<file path="src/rtl/ct_mat_alu_pkg.sv">
// Shared types and constants for the pipe8 matrix ALU issue sequencer:
// FSM state encoding, one-hot op codes and alu meta field positions.
package ct_mat_alu_pkg;

    typedef enum logic [1:0] {
        ST_IDLE  = 2'd0,
        ST_EXEC  = 2'd1,
        ST_DRAIN = 2'd2
    } alu_state_e;

    // Bit positions of the fields inside the decoded alu meta word
    localparam int MAT_ALU_OP            = 30;
    localparam int MAT_ALU_OP_LSB        = 20;
    localparam int MAT_ALU_ELM_WIDTH     = 1;
    localparam int MAT_ALU_ELM_WIDTH_LSB = 0;

    localparam logic [10:0] MAT_CAL_ADD = 11'b000_0000_0001;
    localparam logic [10:0] MAT_CAL_SUB = 11'b000_0000_0010;
    localparam logic [10:0] MAT_CAL_MUL = 11'b000_0000_0100;
    localparam logic [10:0] MAT_CAL_MAC = 11'b000_0000_1000;
    localparam logic [10:0] MAT_CAL_MIN = 11'b000_0001_0000;
    localparam logic [10:0] MAT_CAL_MAX = 11'b000_0010_0000;
    localparam logic [10:0] MAT_CAL_AND = 11'b000_0100_0000;
    localparam logic [10:0] MAT_CAL_OR  = 11'b000_1000_0000;
    localparam logic [10:0] MAT_CAL_XOR = 11'b001_0000_0000;
    localparam logic [10:0] MAT_CAL_SLL = 11'b010_0000_0000;
    localparam logic [10:0] MAT_CAL_SRL = 11'b100_0000_0000;

endpackage

</file>
<file path="src/rtl/ct_mat_alu_row_sequencer.sv">
// Row counter for the matrix ALU: produces the first row index of each beat,
// per-lane valids and the last-beat flag against the latched row count.
module ct_mat_alu_row_sequencer #(
    parameter int ROWS_PER_CYC = 1,
    parameter int SIZEM_W      = 8
) (
    input  logic                    clk,
    input  logic                    rst_n,
    input  logic                    start,
    input  logic                    step,
    input  logic [SIZEM_W-1:0]      sizem,
    output logic [SIZEM_W-1:0]      row_idx,
    output logic [ROWS_PER_CYC-1:0] lane_vld,
    output logic                    last_beat
);

    localparam logic [SIZEM_W:0]   STEP     = (SIZEM_W+1)'(ROWS_PER_CYC);
    localparam logic [SIZEM_W+1:0] STEP_EXT = (SIZEM_W+2)'(ROWS_PER_CYC);

    // One extra bit so the counter can step past 2^SIZEM_W-1 without wrapping
    logic [SIZEM_W:0] cnt_reg;

    always_ff @(posedge clk) begin
        if (!rst_n) begin
            cnt_reg <= '0;
        end else if (start) begin
            cnt_reg <= '0;
        end else if (step) begin
            cnt_reg <= cnt_reg + STEP;
        end
    end

    genvar gi;
    generate
        for (gi = 0; gi < ROWS_PER_CYC; gi++) begin : g_lane
            assign lane_vld[gi] = (cnt_reg + (SIZEM_W+1)'(gi)) < {1'b0, sizem};
        end
    endgenerate

    assign row_idx   = cnt_reg[SIZEM_W-1:0];
    assign last_beat = ({1'b0, cnt_reg} + STEP_EXT) >= {2'b00, sizem};

endmodule

</file>
<file path="src/rtl/ct_mat_exu_alu_seq.sv">
// Pipe8 matrix ALU issue stage: latches one instruction, sequences its rows,
// drains the result pipe and pulses commit. MAT_ALU_PERF_CNT_EN adds perf counters.
module ct_mat_exu_alu_seq
    import ct_mat_alu_pkg::*;
#(
    parameter int PIPE_DEPTH   = 2,
    parameter int ROWS_PER_CYC = 1,
    parameter int IID_W        = 7,
    parameter int META_W       = 31,
    parameter int SIZEM_W      = 8
) (
    input  logic                    forever_cpuclk,
    input  logic                    cpurst_b,
    input  logic                    rtu_yy_xx_flush,
    input  logic                    idu_mat_rf_alu_sel,
    input  logic [IID_W-1:0]        idu_mat_rf_pipe8_iid,
    input  logic [META_W-1:0]       idu_mat_rf_pipe8_alu_meta,
    input  logic                    idu_mat_rf_pipe8_alu_src0_vld,
    input  logic [63:0]             idu_mat_rf_pipe8_alu_src0,
    input  logic [SIZEM_W-1:0]      x_sizeM,
    output logic                    mat_alu_idu_rdy,
    output logic                    mat_alu_row_vld,
    output logic [SIZEM_W-1:0]      mat_alu_row_idx,
    output logic [ROWS_PER_CYC-1:0] mat_alu_row_lane_vld,
    output logic [META_W-1:0]       mat_alu_row_meta,
    output logic [63:0]             mat_alu_row_src0,
    output logic                    mat_alu_cbus_ex1_pipe8_sel,
    output logic [IID_W-1:0]        mat_alu_cbus_ex1_pipe8_iid
`ifdef MAT_ALU_PERF_CNT_EN
    ,
    output logic [31:0]             mat_alu_perf_busy_cnt,
    output logic [31:0]             mat_alu_perf_inst_cnt
`endif
);

    localparam int DRAIN_W = 3;

    alu_state_e          state_reg;
    logic [IID_W-1:0]    iid_reg;
    logic [META_W-1:0]   meta_reg;
    logic [63:0]         src0_reg;
    logic [SIZEM_W-1:0]  sizem_reg;
    logic [DRAIN_W-1:0]  drain_reg;
    logic                commit_sel_reg;
    logic [IID_W-1:0]    commit_iid_reg;

    logic                    accept;
    logic                    exec;
    logic [SIZEM_W-1:0]      seq_idx;
    logic [ROWS_PER_CYC-1:0] seq_lane;
    logic                    seq_last;

    assign accept = idu_mat_rf_alu_sel && (state_reg == ST_IDLE) && !rtu_yy_xx_flush;
    assign exec   = (state_reg == ST_EXEC);

    ct_mat_alu_row_sequencer #(
        .ROWS_PER_CYC (ROWS_PER_CYC),
        .SIZEM_W      (SIZEM_W)
    ) u_row_seq (
        .clk       (forever_cpuclk),
        .rst_n     (cpurst_b),
        .start     (accept),
        .step      (exec),
        .sizem     (sizem_reg),
        .row_idx   (seq_idx),
        .lane_vld  (seq_lane),
        .last_beat (seq_last)
    );

    // The commit register is armed on the edge the drain count reaches zero,
    // so the pulse sits in the final DRAIN cycle and drops as we return to IDLE.
    always_ff @(posedge forever_cpuclk) begin
        if (!cpurst_b) begin
            state_reg      <= ST_IDLE;
            iid_reg        <= '0;
            meta_reg       <= '0;
            src0_reg       <= '0;
            sizem_reg      <= '0;
            drain_reg      <= '0;
            commit_sel_reg <= 1'b0;
            commit_iid_reg <= '0;
        end else begin
            commit_sel_reg <= 1'b0;
            commit_iid_reg <= '0;
            if (rtu_yy_xx_flush) begin
                state_reg <= ST_IDLE;
                drain_reg <= '0;
            end else begin
                case (state_reg)
                    ST_IDLE: begin
                        if (idu_mat_rf_alu_sel) begin
                            iid_reg   <= idu_mat_rf_pipe8_iid;
                            meta_reg  <= idu_mat_rf_pipe8_alu_meta;
                            src0_reg  <= idu_mat_rf_pipe8_alu_src0_vld ? idu_mat_rf_pipe8_alu_src0 : 64'd0;
                            sizem_reg <= x_sizeM;
                            state_reg <= ST_EXEC;
                        end
                    end
                    ST_EXEC: begin
                        if (seq_last) begin
                            state_reg <= ST_DRAIN;
                            drain_reg <= DRAIN_W'(PIPE_DEPTH - 1);
                            if (PIPE_DEPTH == 1) begin
                                commit_sel_reg <= 1'b1;
                                commit_iid_reg <= iid_reg;
                            end
                        end
                    end
                    ST_DRAIN: begin
                        if (drain_reg == '0) begin
                            state_reg <= ST_IDLE;
                        end else begin
                            drain_reg <= drain_reg - 1'b1;
                            if (drain_reg == DRAIN_W'(1)) begin
                                commit_sel_reg <= 1'b1;
                                commit_iid_reg <= iid_reg;
                            end
                        end
                    end
                    default: state_reg <= ST_IDLE;
                endcase
            end
        end
    end

    // Lane 0 is valid on every real beat, so it doubles as the beat valid
    assign mat_alu_idu_rdy            = (state_reg == ST_IDLE);
    assign mat_alu_row_vld            = exec && seq_lane[0];
    assign mat_alu_row_idx            = exec ? seq_idx : '0;
    assign mat_alu_row_lane_vld       = exec ? seq_lane : '0;
    assign mat_alu_row_meta           = meta_reg;
    assign mat_alu_row_src0           = src0_reg;
    assign mat_alu_cbus_ex1_pipe8_sel = commit_sel_reg;
    assign mat_alu_cbus_ex1_pipe8_iid = commit_iid_reg;

`ifdef MAT_ALU_PERF_CNT_EN
    logic [31:0] busy_cnt_reg;
    logic [31:0] inst_cnt_reg;

    always_ff @(posedge forever_cpuclk) begin
        if (!cpurst_b) begin
            busy_cnt_reg <= '0;
            inst_cnt_reg <= '0;
        end else begin
            if (state_reg != ST_IDLE) busy_cnt_reg <= busy_cnt_reg + 32'd1;
            if (commit_sel_reg)       inst_cnt_reg <= inst_cnt_reg + 32'd1;
        end
    end

    assign mat_alu_perf_busy_cnt = busy_cnt_reg;
    assign mat_alu_perf_inst_cnt = inst_cnt_reg;
`endif

endmodule

</file>
<file path="config.mk">
export PLATFORM = sky130hd
export DESIGN_NAME = ct_mat_exu_alu_seq
export DESIGN_NICKNAME = d
export VERILOG_FILES = /design/src/rtl/ct_mat_alu_pkg.sv /design/src/rtl/ct_mat_alu_row_sequencer.sv /design/src/rtl/ct_mat_exu_alu_seq.sv
export SDC_FILE = /design/constraint.sdc
export NUM_CORES = 1
export LEC_CHECK = 0
export ABC_AREA = 1
export BUFFER_PORTS_ARGS = -buffer_cell sky130_fd_sc_hd__buf_4
export CORE_MARGIN = 5
export CORE_UTILIZATION = 42
export CTS_BUF_LIST = sky130_fd_sc_hd__clkbuf_16
export DETAILED_ROUTE_END_ITERATION = 8
export GPL_TIMING_DRIVEN = 0
export PLACE_DENSITY = 0.8
export RECOVER_POWER = 50
export SKIP_LAST_GASP = 1
export SYNTH_ARGS = -nofsm -noshare
export SYNTH_HDL_FRONTEND = slang
export SYNTH_SLANG_ARGS = --single-unit
</file>
<file path="constraint.sdc">
create_clock -name forever_cpuclk -period 2.06 [get_ports forever_cpuclk]
set_input_delay 0.206 -clock forever_cpuclk [delete_from_list [all_inputs] [get_ports forever_cpuclk]]
set_output_delay 0.206 -clock forever_cpuclk [all_outputs]
set_load 0.1 [all_outputs]
</file>
# Yosys cells after proc, flatten, opt, wreduce, memory -nomap -nowiden
# Cells that the tools add are included.
# word_totals
wordCells	50
regBits	132
# op_classes
n_eq_ne	7
n_reduce_logical	14
addsub	3
mux	11
n_lt_le_gt_ge	2
n_bitwise	4
# op_table
cell	n
64-bit 2-to-1 mux	1
9-bit by 1-bit adder with 10-bit output (second input constant)	1
10-bit by 8-bit >= comparator with 1-bit output	1
9-bit by 1-bit adder with 9-bit output (second input constant)	1
9-bit by 8-bit < comparator with 1-bit output	1
3-bit AND reduction	3
8-bit 2-to-1 mux	1
2-bit 2-to-1 mux	3
3-bit 2-to-1 mux	2
2-bit != test (second input constant)	3
2-bit one-hot mux with 3 select lines	1
3-bit one-hot mux with 2 select lines	1
5-bit OR reduction	1
1-bit inverter	4
2-bit OR reduction	2
4-bit OR reduction	1
3-bit by 1-bit equality test with 1-bit output (second input constant)	1
1-bit logical AND	3
3-bit zero test	1
3-bit by 1-bit subtractor with 3-bit output (second input constant)	1
2-bit by 1-bit equality test with 1-bit output (second input constant)	1
2-bit equality test (second input constant)	1
2-bit zero test	1
1-bit 2-to-1 mux	2
other kinds (3)	3

# Logic depth before layout (Yosys ltp)
# Gate-level depths: netlist (run 1).
# logic_depth
ltp_word	4
depth_mapped	16

# Hierarchy
# A second synthesis (run 1) with hierarchy kept.
# unflattened
hier_cells	779
area_unflattened_um2	5640.4
# modules_own_cells
module	instances	seq_area_each_um2	cells_each	area_each_um2
ct_mat_exu_alu_seq	1	2462.4	630	4667.0
ct_mat_alu_row_sequencer	1	180.2	149	973.4

# Least setup slack after synthesis (run 1)
# No wires, ideal clock.
# synth_path
path_kind	reg-to-output
from	register sizem_reg[2]
to	output port mat_alu_row_vld
stages_incl_launch_ff	9
required_ps	1854
arrival_time_ps	3614
n_path_buf	1
setup_slack_ps	-1760
cell_sequence	dfxtp_1 > inv_1 > ha_1 > a21oi_1 > o21ai_0 > nand2_1 > o211ai_1 > nor3_1 > buf_4
# synth_via
elab_chain_len	2
# synth_lines
element	line	text
from (decl)	ct_mat_exu_alu_seq.sv:42	logic [SIZEM_W-1:0] sizem_reg;
from (signal assigned)	ct_mat_exu_alu_seq.sv:95	sizem_reg <= x_sizeM;
9-bit by 8-bit < comparator with 1-bit output	ct_mat_alu_row_sequencer.sv:36	assign lane_vld[gi] = (cnt_reg + (SIZEM_W+1)'(gi)) < {1'b0, sizem};
1-bit logical AND	ct_mat_exu_alu_seq.sv:128	assign mat_alu_row_vld = exec && seq_lane[0];
to (decl)	ct_mat_exu_alu_seq.sv:22	output logic mat_alu_row_vld,
# Every way passes these cells.

# Worst setup path after layout (run 1)
# layout_path
from	register u_row_seq.cnt_reg[2]
to	output port mat_alu_row_vld
# layout_via
elab_chain_len	2
# layout_lines
element	line	text
from (decl)	ct_mat_alu_row_sequencer.sv:21	logic [SIZEM_W:0] cnt_reg;
from (signal assigned)	ct_mat_alu_row_sequencer.sv:29	cnt_reg <= cnt_reg + STEP;
9-bit by 8-bit < comparator with 1-bit output	ct_mat_alu_row_sequencer.sv:36	
1-bit logical AND	ct_mat_exu_alu_seq.sv:128	
# Every way passes these cells.

==> flow_summary_export.csv, run 1 <==
group,metric,value,unit
grt,grt_max_degree,18,
power,p_comb_frac,0.186,
power,seqPwrFrac,0.371,
yosys,ys_ff_latch,132,
yosys,syn-instance-count,667,
worst_hold_path,hp-start,"idu_mat_rf_pipe8_alu_meta[2]",
status,violations,"setup timing",
yosys,yosysSeqAreaShare,0.512,
yosys,synth_flop_cell,"dfxtp_1",
power,p_int,5170,uW
detailed_routing,vias_per_cell,4.65,
yosys,syn_nets,802,
worst_hold_path,min_path_type,"primary input to flop",
setup_path,critical_path_class,"flop to output port",
setup_path,reg2reg_from,"u_row_seq.cnt_reg[0]",
clock_network,clockBufferDepth,2,
grt,grt_pass1_wl,24.3,mm
yosys,netlist_area,5160,um^2
timing,fmax,451,MHz
grt,grt_pass1_vias,5156,
yosys,synth_cell_type_count,26,
clock_network,clock-sinks,132,
floorplan,die_x,121,um
power,cellPowerDensity,941,nW/um^2
detailed_routing,drcViolationCount,0,
placement,dp.cells,1042,
cells_and_area,drive_above_1_share,0.345,
yosys,synth_common_cells,"132 x dfxtp_1, 111 x inv_1, 102 x nand2_1, 95 x nor2_1, 61 x o21ai_1",
detailed_routing,routedWlPerCell,13.9,um
setup_path,critPathBufInv,2,
setup_path,path_delay_family,"flip-flops",
setup_path,reg2reg_depth,14,
timing,hold_slack,11.7,ps
cells_and_area,synthToLayoutAreaGrowth,51.4,%
setup_path,crit_required,1850,ps
timing,period_needed,2210,ps
floorplan,core,12000,um^2
timing,tightest_slew,572,ps
yosys,synth_area_leaders,"dfxtp_1 51%, inv_1 8.1%, nand2_1 7.4%",
yosys,synth_top_cell_by_area,"dfxtp_1",
run,cap_viol_max_count,0,
yosys,yosysMostFrequentCell,"dfxtp_1",
floorplan,die-area,14600,um^2
cells_and_area,largest_reg_flops,64,
clock_network,worst_setup_hold_path_clk_slew,60,ps
setup_path,crit_path_frequent_cell,"buf_12",
power,fin_total_pwr,7350,uW
worst_hold_path,hold_depth,3,
setup_path,r2r_slack,-20,ps
detailed_routing,detail_route.iter0.violations,224,
cells_and_area,diodes,0,
setup_path,arrival,2010,ps
yosys,synth_warnings,0,
detailed_routing,wl,15.2,mm
power,swShare,0.296,
power,irDropWorstVdd,0.000683,V
setup_path,crit_slowest_cell,"dfxtp_4",
clock_network,htree_levels,4,
cells_and_area,final_cells,1094,
setup_path,end_kind,"output port",
setup_path,critPathLaunchType,"flop",
timing,setup_viol,4,
placement,port_buffers,228,
cells_and_area,nets,1069,
clock_network,clk_latency,420,ps
grt,grt-ovfl-total,0,
grt,antenna_found_initial,0,
setup_path,crit_path_max_fanout,4,
timing,skew,10.3,ps
clock_network,cts_root_buffer,"clkbuf_16",
setup_path,worstReg2RegEnd,"drain_reg[1]",
detailed_routing,vias,5082,
floorplan,start_util,0.429,
timing,max_slew_margin,0.620,
detailed_routing,ant_nets,0,
timing,rsz0062_at_grt,"yes",
timing,finalWorstSetupSlack,-155,ps
power,clkPwrFrac,0.442,
grt,grt_use_total,0.210,
yosys,synth-edff-count,0,
yosys,synth_top_area_frac,0.512,
placement,place.detailed.hpwl,10.8,mm
timing,post-route-period-util,1.08,
floorplan,die-height,121,um
power,p_leak,0.00392,uW
yosys,ys_async_sr_fraction,0,
floorplan,pin_count,229,
status,outcome,"complete, but fails checks",
yosys,synth.avg_cell_area,7.73,um^2
setup_path,slowest_delay,370,ps
timing,drv_slew,0,
power,p_switching,2170,uW
detailed_routing,dr.pass1.iters,4,
placement,gp_congestion,0.828,
worst_hold_path,hold_end,"mat_alu_row_meta[2]",
clock_network,numCtsBuffers,17,
clock_network,cts_tree,"yes",
timing,final-hold-violation-count,0,
setup_path,crit_chain,"ha_4, a21oi_2, o21ai_1, nand2_1, o211ai_1, nor3_4, buf_12, buf_12",
floorplan,rows,40,
[placed cells by master, fill, tap and decap left out, types with 2 or more instances in the layout]
master         synthesis  layout
dlygate4sd3_1          0      13
o21ai_1               61      63
clkbuf_2               0     105
nand2_4                0       2
xor2_1                 5       3
buf_4                  9     137
nand2_2                1       4
nand3_2                0       4
a21oi_1               30      23
a21oi_2                0       7
dfxtp_1              132     122
ha_1                  20      14
clkinv_1               0       2
dfxtp_4                0       3
dfxtp_2                0       7
buf_2                  6       3
nor2_2                 1       2
ha_4                   0       5
inv_1                111     108
inv_2                  3       6
buf_12                 0       2
buf_6                  1       4
nand2_1              102      97
o21ai_0               58      56
nor2_1                95      95
clkbuf_1              15      15
inv_6                  0       2
clkinv_2               0       3
bufinv_16              0       5
xor2_2                 0       2
nand3_1                7       4
clkbuf_16              0      17
clkinv_4               0       2
[cells by family (layout without fill, tap and decap cells)]
logic type | count (synthesis) | count (layout) | share of synthesized area
and+or+nand+nor | 213 | 213 | 0.166
buffers and inverters | 145 | 425 | 0.115
DFF | 132 | 132 | 0.512
AOI/OAI and AO/OA | 151 | 151 | 0.148
xor gates and xnor gates | 6 | 6 | 0.0102
adders and majority gates | 20 | 20 | 0.0485
[stage by stage]
step | cell area, um^2 | TNS (ps) | utilization | setup WS (ps)
5_1_grt | 7810 | -2260 | 0.650 | -264
3_3_place_gp | 7090 | -600 | 0.590 | -181
3_5_place_dp | 7090 | -1110 | 0.590 | -288
4_1_cts | 7990 | -223 | 0.665 | -99.2
2_1_floorplan | 5190 | -6280 | - | -317
6_report | 7810 | -313 | 0.650 | -155
[worst max-delay path by stage]
stage	startpoint	end	slack (ps)	depth (start not counted)
detailed placement	u_row_seq.cnt_reg[0]	drain_reg[1]	-290	14
global placement	u_row_seq.cnt_reg[0]	drain_reg[1]	-180	14
CTS	u_row_seq.cnt_reg[2]	mat_alu_row_vld	-100	8
floorplan	state_reg[0]	mat_alu_row_idx[1]	-320	6
global route	sizem_reg[4]	mat_alu_row_vld	-260	9
finish	u_row_seq.cnt_reg[2]	mat_alu_row_vld	-150	8
[power by group through the flow]
stage / sequential [uW] / combinational [uW] / clock, uW
floorplan: 3360 / 361 / 0
global placement: 2770 / 1340 / 0
detailed placement: 2780 / 1350 / 0
CTS: 2730 / 1400 / 3310
global route: 2740 / 1460 / 3440
finish: 2730 / 1370 / 3250
[layer usage]
layer | part of all wire | global-route usage | up-vias
li1 | - | - | 2606
met5 | 0 | 0 | -
met1 | 0.38 | 0.216 | 2283
met4 | 0.024 | 0.0878 | 0
met2 | 0.52 | 0.376 | 165
met3 | 0.082 | 0.0865 | 28
[what timing repair did]
action                                 4_1_cts  5_1_grt
setup endpoints to repair                   14        8
resized for setup                           31       24
setup buffers                                4        4
hold buffers                                13        0
endpoints found under the hold margin       13        0
pin swaps                                    9        8
[area by class of cell]
cell class	count	area (um^2)
clock inverters	15	211
fillers	1050	4200
repair buffers	249	1670
clock buffers	17	425
well taps	147	184
multi-input cells	390	2060
plain buffers	30	173
flip-flops and latches	132	2660
inverters	114	430
[worst min-delay path: stages]
cell and delay (ps):
buf_4 80, nor2_1 30, nor2_1 80
Note: power is estimated with default switching activity, not from simulation.
==> inputs of run 2 (changes only) <==
--- a/config.mk
+++ b/config.mk
@@ -5,11 +5,11 @@
 export SDC_FILE = /design/constraint.sdc
 export NUM_CORES = 1
 export LEC_CHECK = 0
-export ABC_AREA = 1
 export BUFFER_PORTS_ARGS = -buffer_cell sky130_fd_sc_hd__buf_4
-export CORE_MARGIN = 5
+export CORE_MARGIN = 8
 export CORE_UTILIZATION = 42
 export CTS_BUF_LIST = sky130_fd_sc_hd__clkbuf_16
+export CTS_CLUSTER_DIAMETER = 30
 export DETAILED_ROUTE_END_ITERATION = 8
 export GPL_TIMING_DRIVEN = 0
 export PLACE_DENSITY = 0.8
==> run 2 against run 1 <==
Against the previous run: the flow still finishes with violations (setup timing); critical endpoint unchanged; highest routed layer unchanged; via count down 2.8%; routed wire length grew 11%; power down 9.4%; global-route usage decreased by 0.46 points; largest cell class unchanged; clock power down 13%.
==> flow_summary_export.csv, run 2 <==
group,metric,value,unit
yosys,synth_area_leaders,"dfxtp_1 52%, a22o_1 11%, nand2_1 8.1%",
yosys,ys_async_sr_fraction,0,
grt,grt_max_degree,17,
detailed_routing,detail_route.iter0.violations,286,
clock_network,clockBufferDepth,2,
setup_path,arrival,2180,ps
timing,period_needed,2390,ps
timing,final-hold-violation-count,0,
timing,max_slew_margin,0.620,
yosys,synth_cell_type_count,41,
setup_path,crit_required,1850,ps
timing,skew,10.5,ps
detailed_routing,dr.pass1.iters,4,
yosys,ys_ff_latch,132,
floorplan,rows,40,
placement,port_buffers,228,
grt,grt_pass1_vias,5239,
detailed_routing,vias,4939,
status,outcome,"complete, but fails checks",
setup_path,crit_slowest_cell,"dfxtp_2",
clock_network,cts_tree,"yes",
setup_path,critical_path_class,"flop to output port",
yosys,synth-simple-area-share,0.149,
yosys,synth_flop_cell,"dfxtp_1",
clock_network,worst_setup_hold_path_clk_slew,60,ps
cells_and_area,final_cells,968,
detailed_routing,ant_nets,0,
yosys,synth-edff-count,0,
cells_and_area,nets,942,
grt,antenna_found_initial,1,
setup_path,r2r_slack,-240,ps
yosys,synth_top_family_by_area,"compound AO/OA/AOI/OAI gates",
clock_network,numCtsBuffers,17,
detailed_routing,drcViolationCount,0,
yosys,synth.avg_cell_area,9.87,um^2
setup_path,crit_path_frequent_cell,"buf_12",
floorplan,die_x,126,um
setup_path,crit_chain,"inv_2, ha_4, nor2b_4, o21ai_1, nand2b_1, a2111oi_4, o21a_4, buf_12, buf_12",
floorplan,start_util,0.428,
floorplan,die-area,15900,um^2
cells_and_area,mostFrequentLayoutCell,"buf_4",
clock_network,htree_levels,4,
placement,placed_cell_area,7070,um^2
yosys,yosysMostFrequentCell,"dfxtp_1",
yosys,synth_compound_area_frac,0.216,
setup_path,critPathBufInv,3,
cells_and_area,largest_reg_flops,64,
worst_hold_path,min_path_type,"primary input to flop",
timing,finalWorstSetupSlack,-330,ps
cells_and_area,final_cell_area,7900,um^2
grt,grt-ovfl-total,0,
cells_and_area,synthToLayoutAreaGrowth,55.0,%
cells_and_area,final_cell_mix,"130 x buf_4, 125 x dfxtp_1, 109 x nand2_1",
detailed_routing,wl,16.8,mm
yosys,synthXorXnorAreaFrac,0.0223,
run,cap_viol_max_count,0,
status,violations,"setup timing",
power,irDropWorstVdd,0.000771,V
setup_path,crit_path_max_fanout,2,
clock_network,clk_latency,410,ps
timing,setup_viol,9,
cells_and_area,drive_above_1_share,0.390,
detailed_routing,vias_per_cell,5.10,
cells_and_area,seqCellArea,2660,um^2
timing,tightest_slew,573,ps
yosys,synthAdderAreaFrac,0.0491,
yosys,synth_warnings,0,
placement,place.detailed.hpwl,12.2,mm
grt,grt_pass1_wl,26.3,mm
yosys,synth_top_cell_by_area,"dfxtp_1",
cells_and_area,fin_util,0.663,
yosys,synth_top_area_frac,0.519,
setup_path,path_delay_family,"compound AO/OA/AOI/OAI gates",
placement,gp_congestion,0.824,
placement,dp.cells,891,
cells_and_area,nFillCells,988,
setup_path,critPathLaunchType,"flop",
power,cellPowerDensity,843,nW/um^2
setup_path,end_kind,"output port",
yosys,synth_mux_area_frac,0,
clock_network,cts_root_buffer,"clkbuf_16",
floorplan,pin_count,229,
floorplan,core,11900,um^2
cells_and_area,multiInputGateArea,2340,um^2
yosys,syn-instance-count,516,
setup_path,slowest_delay,330,ps
yosys,yosysSeqAreaShare,0.519,
grt,grt_use_total,0.206,
timing,post-route-period-util,1.16,
timing,drv_slew,0,
yosys,synth_common_cells,"132 x dfxtp_1, 110 x nand2_1, 64 x a22o_1, 46 x a21boi_0, 20 x ha_1",
yosys,syn_nets,651,
power,p_leak,0.00359,uW
timing,fmax,418,MHz
floorplan,die-height,126,um
timing,rsz0062_at_grt,"yes",
yosys,netlist_area,5090,um^2
detailed_routing,routedWlPerCell,17.4,um
clock_network,clock-sinks,132,
==> run 2: cell count changes after synthesis, sizes merged, moves of 22 or more <==
| cell | change |
|---|---|
| a21oi | -22 |
| a21boi | +46 |
| o21ai | -117 |
| a22o | +64 |
| nor2 | -81 |
| inv | -103 |
==> run 2: power breakdown <==
| group | total [uW] | switching (uW) | internal, uW | leakage, uW |
|---|---|---|---|---|
| clock network | 2830 | 1170 | 1660 | 0.000257 |
| registers | 2680 | 47.5 | 2640 | 0.00108 |
| logic | 1150 | 790 | 356 | 0.00225 |
==> run 2: per-layer routing <==
layer  up-vias  track usage  part of all wire
met3        36       0.0852             0.073
met5         -            0                 0
met1      2360        0.201              0.36
li1       2373            -                 -
met2       170        0.376              0.54
met4         0       0.0842             0.025
==> run 2: path summary, 6_finish.rpt <==
check,from,endpoint,depth (start not counted)
max,sizem_reg[1],mat_alu_row_vld,9
min reg2reg,iid_reg[2],mat_alu_cbus_ex1_pipe8_iid[2],1
min,idu_mat_rf_pipe8_alu_src0[9],mat_alu_row_src0[9],2
max reg2reg,u_row_seq.cnt_reg[5],state_reg[0],9
==> run 2: final cells by class <==
cell class              instances  area share
flip-flops and latches        132       0.337
multi-input cells             338       0.296
repair buffers                272       0.243
clock buffers                  17      0.0539
plain buffers                  35      0.0247
well taps                     147      0.0233
clock inverters                15      0.0168
inverters                      11     0.00523
diodes                          1    0.000317
==> run 2: cell families after synthesis <==
kind of cell	Yosys count
compound gates	135
fa+ha+maj	20
simple gates	170
flops	132
xor+xnor	13
buf+inv	46
==> run 2: what timing repair did <==
item / 4_1_cts / 5_1_grt
hold buffers: 34 / 2
buffers inserted: 2 / 6
endpoints found under the hold margin: 34 / 2
cloned: 0 / 0
endpoints found under the setup margin: 13 / 13
resized for setup: 17 / 14
pin swaps: 4 / 2
==> run 2: per-stage QoR <==
step | setup slack (ps) | hold WS [ps] | TNS, ps | power, uW
after floorplan | -13.8 | 331 | -13.8 | 3480
after detailed placement | -298 | 419 | -1300 | 3850
after global routing | -415 | 1.07 | -20880 | 6870
after CTS | -351 | 0.405 | -1600 | 6740
after global placement | -240 | 417 | -999 | 3820
final | -330 | 9.37 | -1560 | 6660
==> run 2: worst register-to-register path: stages, from the launching register on <==
cell	delay [ps]
dfxtp_2	400
nand2_2	110
nor2_2	190
nand2_1	120
xnor2_2	160
ha_1	320
a211oi_2	260
o41ai_4	140
a211oi_4	320
o221a_2	250
